`config.mk`:
```
export PLATFORM = sky130hd
export DESIGN_NAME = fetch_queue
export DESIGN_NICKNAME = d
export VERILOG_FILES = /design/src/rtl/fetch_queue_pkg.sv /design/src/rtl/fetch_queue_id_gen.sv /design/src/rtl/fetch_queue.sv
export SDC_FILE = /design/constraint.sdc
export NUM_CORES = 1
export LEC_CHECK = 0
export ABC_AREA = 0
export BUFFER_PORTS_ARGS = -buffer_cell sky130_fd_sc_hd__buf_2
export CAP_MARGIN = 20
export CORE_MARGIN = 3
export CORE_UTILIZATION = 48
export DETAILED_ROUTE_END_ITERATION = 16
export PLACE_DENSITY_LB_ADDON = 0.3
export SYNTH_ARGS = -nofsm -noshare
export SYNTH_HDL_FRONTEND = slang
export SYNTH_SLANG_ARGS = --single-unit
```
`constraint.sdc`:
```
create_clock -name clk -period 4.4 [get_ports clk]
set_input_delay 0.22 -clock clk [delete_from_list [all_inputs] [get_ports clk]]
set_output_delay 0.22 -clock clk [all_outputs]
set_load 0.02 [all_outputs]
```
`src/rtl/fetch_queue_pkg.sv`:
```
// Shared widths, queue entry layout and the skip-zero ID successor used by fetch_queue.
package fetch_queue_pkg;

  localparam int INST_WIDTH           = 32;
  localparam int ADDR_WIDTH           = 32;
  localparam int INSTRUCTION_ID_WIDTH = 4;
  localparam int FETCH_QUEUE_DEPTH    = 4;

  typedef struct packed {
    logic [INST_WIDTH-1:0]           inst0;
    logic [INST_WIDTH-1:0]           inst1;
    logic [ADDR_WIDTH-1:0]           pc0;
    logic [INSTRUCTION_ID_WIDTH-1:0] id0;
    logic [INSTRUCTION_ID_WIDTH-1:0] id1;
  } fq_entry_t;

  // ID 0 is reserved for bubbles, so the counter wraps from all-ones to 1.
  function automatic logic [INSTRUCTION_ID_WIDTH-1:0] id_succ(
    input logic [INSTRUCTION_ID_WIDTH-1:0] x
  );
    return (x == '1) ? INSTRUCTION_ID_WIDTH'(1) : x + 1'b1;
  endfunction

endpackage

```
`src/rtl/fetch_queue_id_gen.sv`:
```
// Skip-zero instruction ID counter; advances by one pair of IDs per accepted push.
module id_gen
  import fetch_queue_pkg::*;
(
  input  logic                            clk,
  input  logic                            rst_n,
  input  logic                            adv,
  output logic [INSTRUCTION_ID_WIDTH-1:0] next_id,
  output logic [INSTRUCTION_ID_WIDTH-1:0] id0,
  output logic [INSTRUCTION_ID_WIDTH-1:0] id1
);

  assign id0 = next_id;
  assign id1 = id_succ(next_id);

  always_ff @(posedge clk) begin
    if (!rst_n)
      next_id <= INSTRUCTION_ID_WIDTH'(1);
    else if (adv)
      next_id <= id_succ(id1);
  end

endmodule

```
`src/rtl/fetch_queue.sv`:
```
// Dual-issue fetch queue: circular buffer of instruction pairs with registered issue outputs.
// Optional same-cycle bypass into the output registers when FETCH_QUEUE_BYPASS_EN is defined.
module fetch_queue
  import fetch_queue_pkg::*;
#(
  parameter int DEPTH = FETCH_QUEUE_DEPTH
) (
  input  logic                            clk,
  input  logic                            rst_n,
  input  logic                            flush,
  input  logic                            stall,
  input  logic                            fetch_vld,
  output logic                            fetch_rdy,
  input  logic [INST_WIDTH-1:0]           fetch_instruction0,
  input  logic [INST_WIDTH-1:0]           fetch_instruction1,
  input  logic [ADDR_WIDTH-1:0]           fetch_pc,
  output logic [INST_WIDTH-1:0]           instruction0_out,
  output logic [INST_WIDTH-1:0]           instruction1_out,
  output logic [ADDR_WIDTH-1:0]           pc0_out,
  output logic [ADDR_WIDTH-1:0]           pc1_out,
  output logic [INSTRUCTION_ID_WIDTH-1:0] id0_out,
  output logic [INSTRUCTION_ID_WIDTH-1:0] id1_out,
  output logic                            empty
);

  localparam int PTR_W = $clog2(DEPTH);

  fq_entry_t                       mem [DEPTH];
  fq_entry_t                       new_entry;
  fq_entry_t                       out_q;
  logic [ADDR_WIDTH-1:0]           pc1_q;
  logic [PTR_W-1:0]                head;
  logic [PTR_W-1:0]                tail;
  logic [PTR_W:0]                  count;
  logic                            push;
  logic                            pop;
  logic                            bypass;
  logic                            enq;
  logic [INSTRUCTION_ID_WIDTH-1:0] gen_id0;
  logic [INSTRUCTION_ID_WIDTH-1:0] gen_id1;
  logic [INSTRUCTION_ID_WIDTH-1:0] unused_next_id;

  assign fetch_rdy = count < (PTR_W+1)'(DEPTH);
  assign empty     = count == '0;
  assign push      = fetch_vld && fetch_rdy && !flush;
  assign pop       = !stall && !flush && !empty;

`ifdef FETCH_QUEUE_BYPASS_EN
  assign bypass = push && empty && !stall;
`else
  assign bypass = 1'b0;
`endif

  assign enq = push && !bypass;

  id_gen u_id_gen (
    .clk     (clk),
    .rst_n   (rst_n),
    .adv     (push),
    .next_id (unused_next_id),
    .id0     (gen_id0),
    .id1     (gen_id1)
  );

  assign new_entry = '{inst0: fetch_instruction0, inst1: fetch_instruction1,
                       pc0: fetch_pc, id0: gen_id0, id1: gen_id1};

  always_ff @(posedge clk) begin
    if (enq)
      mem[tail] <= new_entry;
  end

  always_ff @(posedge clk) begin
    if (!rst_n || flush) begin
      head  <= '0;
      tail  <= '0;
      count <= '0;
    end else begin
      if (enq)
        tail <= tail + 1'b1;
      if (pop)
        head <= head + 1'b1;
      case ({enq, pop})
        2'b10:   count <= count + 1'b1;
        2'b01:   count <= count - 1'b1;
        default: count <= count;
      endcase
    end
  end

  // Pop and bypass are mutually exclusive: bypass only fires on an empty queue.
  always_ff @(posedge clk) begin
    if (!rst_n || flush) begin
      out_q <= '0;
      pc1_q <= '0;
    end else if (!stall) begin
      if (pop) begin
        out_q <= mem[head];
        pc1_q <= mem[head].pc0 + 1'b1;
      end else if (bypass) begin
        out_q <= new_entry;
        pc1_q <= fetch_pc + 1'b1;
      end else begin
        out_q <= '0;
        pc1_q <= '0;
      end
    end
  end

  assign instruction0_out = out_q.inst0;
  assign instruction1_out = out_q.inst1;
  assign pc0_out          = out_q.pc0;
  assign pc1_out          = pc1_q;
  assign id0_out          = out_q.id0;
  assign id1_out          = out_q.id1;

endmodule

```
==> results.cfg, run 1 <==
[synthesis]
synth.avg_cell_area_um2 = 17.8
yosys_warnings = 0
muxShareOfSynthArea_pct = 11.6
synth.distinct_cells = 47
synth-xor-area-share_pct = 1.64
synth.top_cell.area_share_pct = 60.1
synth_compound_area_share_pct = 5.02
synth.most_common_cell = edfxtp_1
syn_inst = 1170
netlist_area_mm2 = 0.0208
ys_ff_latch = 565
synth_common_cells = edfxtp_1 (416), dfxtp_1 (149), nor2_1 (132)
synthArstFlopShare_pct = 0
yosys.area_share.simple_pct = 4.89
yosysTopAreaCell = edfxtp_1
synth_edf_count = 416
synth_area_leaders = edfxtp_1 (60%), dfxtp_1 (14%), mux4_2 (9.2%), a22oi_1 (4.0%), mux4_1 (2.4%)
ys.flop_type = edfxtp_1
synth_top_family_by_area = multiplexers
ys_seq_area_share_pct = 74.5
synth_nets = 1281
synthAdderAreaFrac_pct = 0.638

[finish]
fillers = 3132
drive_above_1_share_pct = 28.9
nNetsFinal = 1621
area.growth.synth_to_final_pct = 22.8
seq_area_mm2 = 0.0155
multiInputGateArea_mm2 = 0.00497
post-route-util_pct = 60.3
n_antenna_cell = 0

[floorplanning]
design.die.area_mm2 = 0.0458
coreArea_mm2 = 0.0423
die_x_um = 214
die_height_um = 214
row_count = 75
io_pins = 239
initial_core_util_pct = 49.1

[placed_design]
dpl.hpwl_um = 25700
place.gp.congestion = 0.814
numPortBuffers = 238

[worst_setup_path]
cpMostUsedCell = nand4_1
slowest_stage = dfxtp_4
worst_setup_path_end_kind = register
cp_top_family = simple AND/OR/NAND/NOR gates
cp.required_ps = 4920
critPathKind = register to register
crit_buf_inv = 0
start_kind = register
path_cells = mux4_1 -> ha_1 -> nand4_1 -> nor2_2 -> nand4_1 -> xor2_1 -> o21ai_0
arrival_ps = 3570
path_max_fanout = 36
cpPeakStageDelay_ps = 810

[grt]
met2_usage_pct = 33.2
grtUsageTotal_pct = 19.6
met1_usage_pct = 25.5
grt_max_degree = 69
grt_pass1_vias = 12300
use_met3_pct = 4.15
grt_pass1_wl_um = 70300
grt_busiest_layer = met2
grt_overflow_total = 0
antenna_found_initial = 1

[route]
num_vias = 11600
routed_via_density = 5.44
drc = 0
wire_per_inst_um = 21.1
first_iter_violations = 686
routed_wl_um = 45000
detail-route-antenna-nets = 0
dr.pass1.iters = 6

[timing]
finalSetupViolCount = 0
slew_violations = 0
skew_ps = 24.0
relSlewSlack_pct = 41.1
min_period_ps = 3050
rsz0062_at_grt = false
fin_tns_setup_ps = 0
fin_crit_sh_pct = 69.3
finalHoldViolations = 0
worst_slew_pin_slew_ps = 884
max_freq_mhz = 328

[flow_run]
maxCapViolCount = 0

[cts]
clk_pin_slew_ps = 60
cts_sinks = 565
cts_buffers = 57
ctsResizeCount = 0
root_buffer = clkbuf_16
h-tree-depth = 2
clkLatencyLatePin_ps = 600
postCtsHoldBufs = 97
cts_buffer_depth = 3
postCtsSetupBuffers = 0
cts_tree = yes

[power]
finalPower_mw = 11.2
leakage_nw = 8.84
powerDensity_mw_per_mm2 = 437
ir_drop_uv = 506

[hold_path]
min_path_type = input pin to register

[status]
status = finished clean
## final timing paths
path               from          end  slack, ps  cells after the start
min           fetch_vld      tail[1]        170                      4
max            register  pc1_out[30]       1350                      7
max reg2reg    register  pc1_out[30]       1350                      7
min reg2reg  pc1_out[9]   pc1_out[9]        450                      2
## metal layers
metal / vias to the layer above / wire (um) / share of wire [%]
met1: 5899 / 18900 / 42
met4: 0 / 1040 / 2.3
met2: 345 / 22300 / 50
li1: 5296 / - / -
met3: 77 / 2720 / 6.1
met5: - / 0 / 0
## power by group
part | leakage, nW | switching, mW | internal (mW)
combinational | 2.91 | 0.222 | 0.169
clock | 0.956 | 2.03 | 2.94
sequential | 4.97 | 0.0193 | 5.78
## flip-flops by register name, summed over array words and instances, names as in the netlist, 4 cells and up, named ones only
register / flops
mem: 416
instruction0_out: 32
instruction1_out: 32
pc0_out: 32
pc1_out: 32
id0_out: 4
id1_out: 4
u_id_gen.id0: 4
## worst min-delay path, stage by stage
cell,delay [ps]
buf_2,130
and2_1,230
nand2_1,100
a21oi_1,50
## cell families after synthesis
logic type,after synthesis
XOR/XNOR,39
multiplexers,104
buffers and inverters,82
AND/OR/NAND/NOR,223
AO/OA/AOI/OAI,147
flip-flops,565
adder cells (fa/ha/maj),10
## per-stage QoR
step / hold slack (ps) / cells / cell area (um^2) / setup slack, ps
floorplan: 309 / 1170 / 20800 / 945
global placement: 432 / 1931 / 22600 / 1420
detailed placement: 436 / 1931 / 22600 / 1350
CTS: 135 / 2136 / 25500 / 1330
global route: 185 / 2136 / 25500 / 1130
finish: 175 / 2136 / 25500 / 1350
## cell type report
cell class	instances	area share [%]
inverter	14	0.216
timing repair buffer	349	9.09
tap	577	2.83
clock buffer	64	5.73
clock inverter	44	1.97
sequential	565	60.7
multi-input combinational	523	19.5
## cells in the final DEF (no fill, tap or decap), drive strengths merged, types with 28 or more instances in the layout
master	instances
dlygate4sd3	97
nor2	133
mux4	104
a22oi	110
edfxtp	416
clkinv	28
dfxtp	149
nand2	37
clkbuf	64
buf	252
Note: power is estimated with default switching activity, not from simulation.
==> run 2: changes to the inputs <==
Clock period 4.4 ns to 3 ns, I/O delays scaled along.
==> run 2 against run 1 <==
Against the previous run: fmax rose by 18%; setup slack got worse by 940 ps; final area down 0.34%; clock power up 37%; worst hold slack lost 39 ps; register-to-register slack got worse by 940 ps; critical endpoint is now pc1_out[25]; largest cell class unchanged.
==> results.cfg, run 2 (synthesized netlist as in run 1, its figures left out) <==
[worst_setup_path]
arrival_ps = 3110
cp.required_ps = 3530
critPathKind = register to register
start_kind = register
worst_setup_path_end_kind = register
path_max_fanout = 25

[finish]
n_antenna_cell = 0
final_common_cell = edfxtp_1
area.growth.synth_to_final_pct = 22.4
registers.top_by_ff_count = mem
final_cell_mix = edfxtp_1 (416), buf_2 (237), dfxtp_1 (147)
nNetsFinal = 1623
largest_register_ffs = 416
drive_above_1_share_pct = 28.3
fin_area_mm2 = 0.0254

[grt]
grt_max_degree = 113
grtUsageTotal_pct = 19.3
antenna_found_initial = 1
grt_pass1_wl_um = 69000
grt_overflow_total = 0
grt_pass1_vias = 12000

[route]
wire_per_inst_um = 20.7
routed_via_density = 5.41
drc = 0
first_iter_violations = 806
detail-route-antenna-nets = 0
routed_wl_um = 44200
dr.pass1.iters = 5
num_vias = 11500

[cts]
postCtsSetupBuffers = 0
clkLatencyLatePin_ps = 590
ctsResizeCount = 0
cts_sinks = 565
h-tree-depth = 2
cts_buffer_depth = 3
cts_tree = yes
postCtsHoldBufs = 97
clk_pin_slew_ps = 60
root_buffer = clkbuf_16
cts_buffers = 55

[floorplanning]
io_pins = 239
initial_core_util_pct = 49.1
coreArea_mm2 = 0.0423
row_count = 75
die_x_um = 214
design.die.area_mm2 = 0.0458
die_height_um = 214

[hold_path]
min_path_type = input pin to register

[placed_design]
place_ws_ps = 383
place.gp.congestion = 0.778
placedInstanceArea_mm2 = 0.0227
numPortBuffers = 238
dpl.hpwl_um = 24900

[timing]
fin_tns_setup_ps = 0
rsz0062_at_grt = false
finalSetupViolCount = 0
skew_ps = 14.6
fin_crit_sh_pct = 86.2
finalHoldViolations = 0
relSlewSlack_pct = 34.0
worst_slew_pin_slew_ps = 990
slew_violations = 0
holdWs_ps = 136
layout_setup_ws_ps = 414
min_period_ps = 2590
max_freq_mhz = 387

[power]
powerDensity_mw_per_mm2 = 624
leakage_nw = 8.81
finalPower_mw = 15.9
ir_drop_uv = 520

[flow_run]
maxCapViolCount = 0

[status]
status = finished clean
## run 2: routing by layer
metal	wire length [um]	part of all wire [%]	track usage [%]	up-vias
met4	1030	2.3	5.28	2
met1	18200	41	24.9	5853
li1	-	-	-	5292
met5	9	0.020	0	-
met2	22100	50	32.8	318
met3	2830	6.4	4.92	79
## run 2: critical path: stages (launching register included)
cell and delay (ps):
dfxtp_4 610, mux4_1 490, nand4_4 180, nor4_4 600, nand2_2 130, or4_1 420
nand3_1 90
## run 2: final cells by class
cell class / instances / area [um^2]
Fill cell: 3153 / 16900
Sequential cell: 565 / 15500
Multi-Input combinational cell: 523 / 4970
Timing Repair Buffer: 353 / 2400
Clock buffer: 79 / 1580
Tap cell: 577 / 722
Clock inverter: 23 / 216
Inverter: 14 / 55.1
## run 2: power breakdown
part | switching (mW) | internal [mW] | leakage, nW
sequential | 0.0260 | 8.47 | 4.97
combinational | 0.325 | 0.249 | 2.94
clock | 2.81 | 4.00 | 0.892
## run 2: path summary, 6_finish.rpt
path         startpoint         endpoint  slack [ps]  cells past startpoint
max            register      pc1_out[25]         410                      6
min           fetch_vld  u_id_gen.id0[2]         140                      4
max reg2reg    register      pc1_out[25]         410                      6
min reg2reg  pc1_out[7]       pc1_out[7]         450                      2
## run 2: per-stage QoR
step                std cells  util (%)
detailed placement       1935      53.5
finish                   2134      60.1
global route             2134      60.1
CTS                      2134      60.1
floorplan                1170         -
global placement         1935      53.5
==> run 3: changes to the inputs <==
Clock period 3 ns to 3.2 ns, I/O delays scaled along.
==> run 3 against run 2 <==
Against the previous run: clock-buffer cell count rose by 4; clock skew rose by 3.3 ps; global-route usage rose by 0.23 points; utilization up 0.16 points; via count increased by 1.1%; routed wire length up 0.86%; register-to-register slack improved by 80 ps; clock power shrank 5.3%; critical path depth stayed put; combinational power fell by 5.6%; cell count rose by 0.28%; non-clock buffer count increased by 1.
==> results.cfg, run 3 (synthesized netlist as in run 1, its figures left out) <==
[grt]
grt_overflow_total = 0
grt_max_degree = 113
grt_pass1_vias = 12200
grt_pass1_wl_um = 69900
antenna_found_initial = 3
grtUsageTotal_pct = 19.5

[flow_run]
maxCapViolCount = 0

[floorplanning]
die_x_um = 214
row_count = 75
design.die.area_mm2 = 0.0458
io_pins = 239
coreArea_mm2 = 0.0423
initial_core_util_pct = 49.1
die_height_um = 214

[worst_setup_path]
start_kind = register
cp.required_ps = 3730
worst_setup_path_end_kind = register
arrival_ps = 3240
path_max_fanout = 26
critPathKind = register to register

[timing]
fin_tns_setup_ps = 0
fin_crit_sh_pct = 84.5
rsz0062_at_grt = false
finalSetupViolCount = 0
skew_ps = 18.0
finalHoldViolations = 0
worst_slew_pin_slew_ps = 918
min_period_ps = 2700
layout_setup_ws_ps = 496
relSlewSlack_pct = 38.8
slew_violations = 0
max_freq_mhz = 370

[power]
p_seq_share_pct = 53.3
intPower_mw = 12.0
ir_drop_uv = 490
clockPowerShare_pct = 43.1
power_switching_mw = 2.97
swShare_pct = 19.9
combPwrFrac_pct = 3.6
powerDensity_mw_per_mm2 = 586
leakage_nw = 8.82

[placed_design]
place.gp.congestion = 0.770
dp.cells = 1936
numPortBuffers = 238
place_ws_ps = 472
dpl.hpwl_um = 25800
placedInstanceArea_mm2 = 0.0227

[hold_path]
min_path_type = input pin to register
hold_path.startpoint = fetch_vld

[route]
num_vias = 11700
dr.pass1.iters = 7
routed_via_density = 5.45
drc = 0
first_iter_violations = 934
detail-route-antenna-nets = 0
routed_wl_um = 44600
wire_per_inst_um = 20.8

[finish]
final_common_cell = edfxtp_1
area.growth.synth_to_final_pct = 22.7
drive_above_1_share_pct = 28.4
multiInputGateArea_mm2 = 0.00497
seq_area_mm2 = 0.0155
post-route-util_pct = 60.3
fillers = 3129
nNetsFinal = 1625
largest_register_ffs = 416
registers.top_by_ff_count = mem
final_cell_mix = edfxtp_1 (416), buf_2 (237), dfxtp_1 (147)
fin_area_mm2 = 0.0255
final_cells = 2140

[cts]
cts_sinks = 565
root_buffer = clkbuf_16
cts_buffer_depth = 3
h-tree-depth = 2
clk_pin_slew_ps = 60
postCtsSetupBuffers = 0
cts_tree = yes
cts_buffers = 56
clkLatencyLatePin_ps = 600

[status]
status = finished clean
## run 3: cell types whose count changed in the layout (fill, tap and decap cells not counted)
cell,before,now
buf_4,11,10
clkbuf_8,7,8
diode_2,0,1
clkinv_1,6,4
inv_4,2,1
clkinv_2,10,9
clkinv_4,2,1
buf_12,8,10
inv_6,0,2
clkbuf_4,1,0
clkinvlp_4,0,3
clkbuf_1,14,18
## run 3: worst max-delay path, stage by stage, from the launching register on
cell     delay [ps]
dfxtp_4         640
mux4_1          510
nand4_4         190
nor4_4          650
nand2_2         140
or4_1           420
nand3_1          90
## run 3: per-layer routing
metal / global-route usage, % / vias up / wire (um)
met2: 32.9 / 345 / 22200
li1: - / 5303 / -
met3: 5.13 / 84 / 2970
met1: 25.3 / 5937 / 18300
met4: 5.59 / 4 / 1080
met5: 0 / - / 19
## run 3: cell type report
class	instances	share of cell area, %
sequential	565	60.7
clock inverter	23	0.898
tap	577	2.83
antenna	1	0.00981
inverter	14	0.216
multi-input combinational	523	19.5
timing repair buffer	354	9.54
clock buffer	83	6.29
## run 3: power groups by stage
stage               Clock, mW  Combinational [mW]  Sequential (mW)
floorplan                   0               0.229             8.13
global placement            0               0.430             8.12
detailed placement          0               0.444             8.13
CTS                      6.58               0.544             7.97
global route             6.92               0.591             7.97
finish                   6.44               0.542             7.97
## run 3: worst paths after layout
path,depth (start not counted),endpoint,slack (ps)
max,6,pc1_out[25],500
min,4,tail[1],120
max reg2reg,6,pc1_out[25],500
min reg2reg,2,pc1_out[11],450
## run 3: metrics by stage
| stage | hold WS [ps] | power (mW) |
|---|---|---|
| 6_report | 116 | 14.9 |
| 3_3_place_gp | 369 | 8.55 |
| 2_1_floorplan | 249 | 8.36 |
| 4_1_cts | 75.6 | 15.1 |
| 5_1_grt | 117 | 15.5 |
| 3_5_place_dp | 376 | 8.57 |
## run 3: what timing repair did
item / CTS / global route
gates resized for setup: 0 / 0
hold endpoints to repair: 388 / 0
hold buffers: 97 / 0
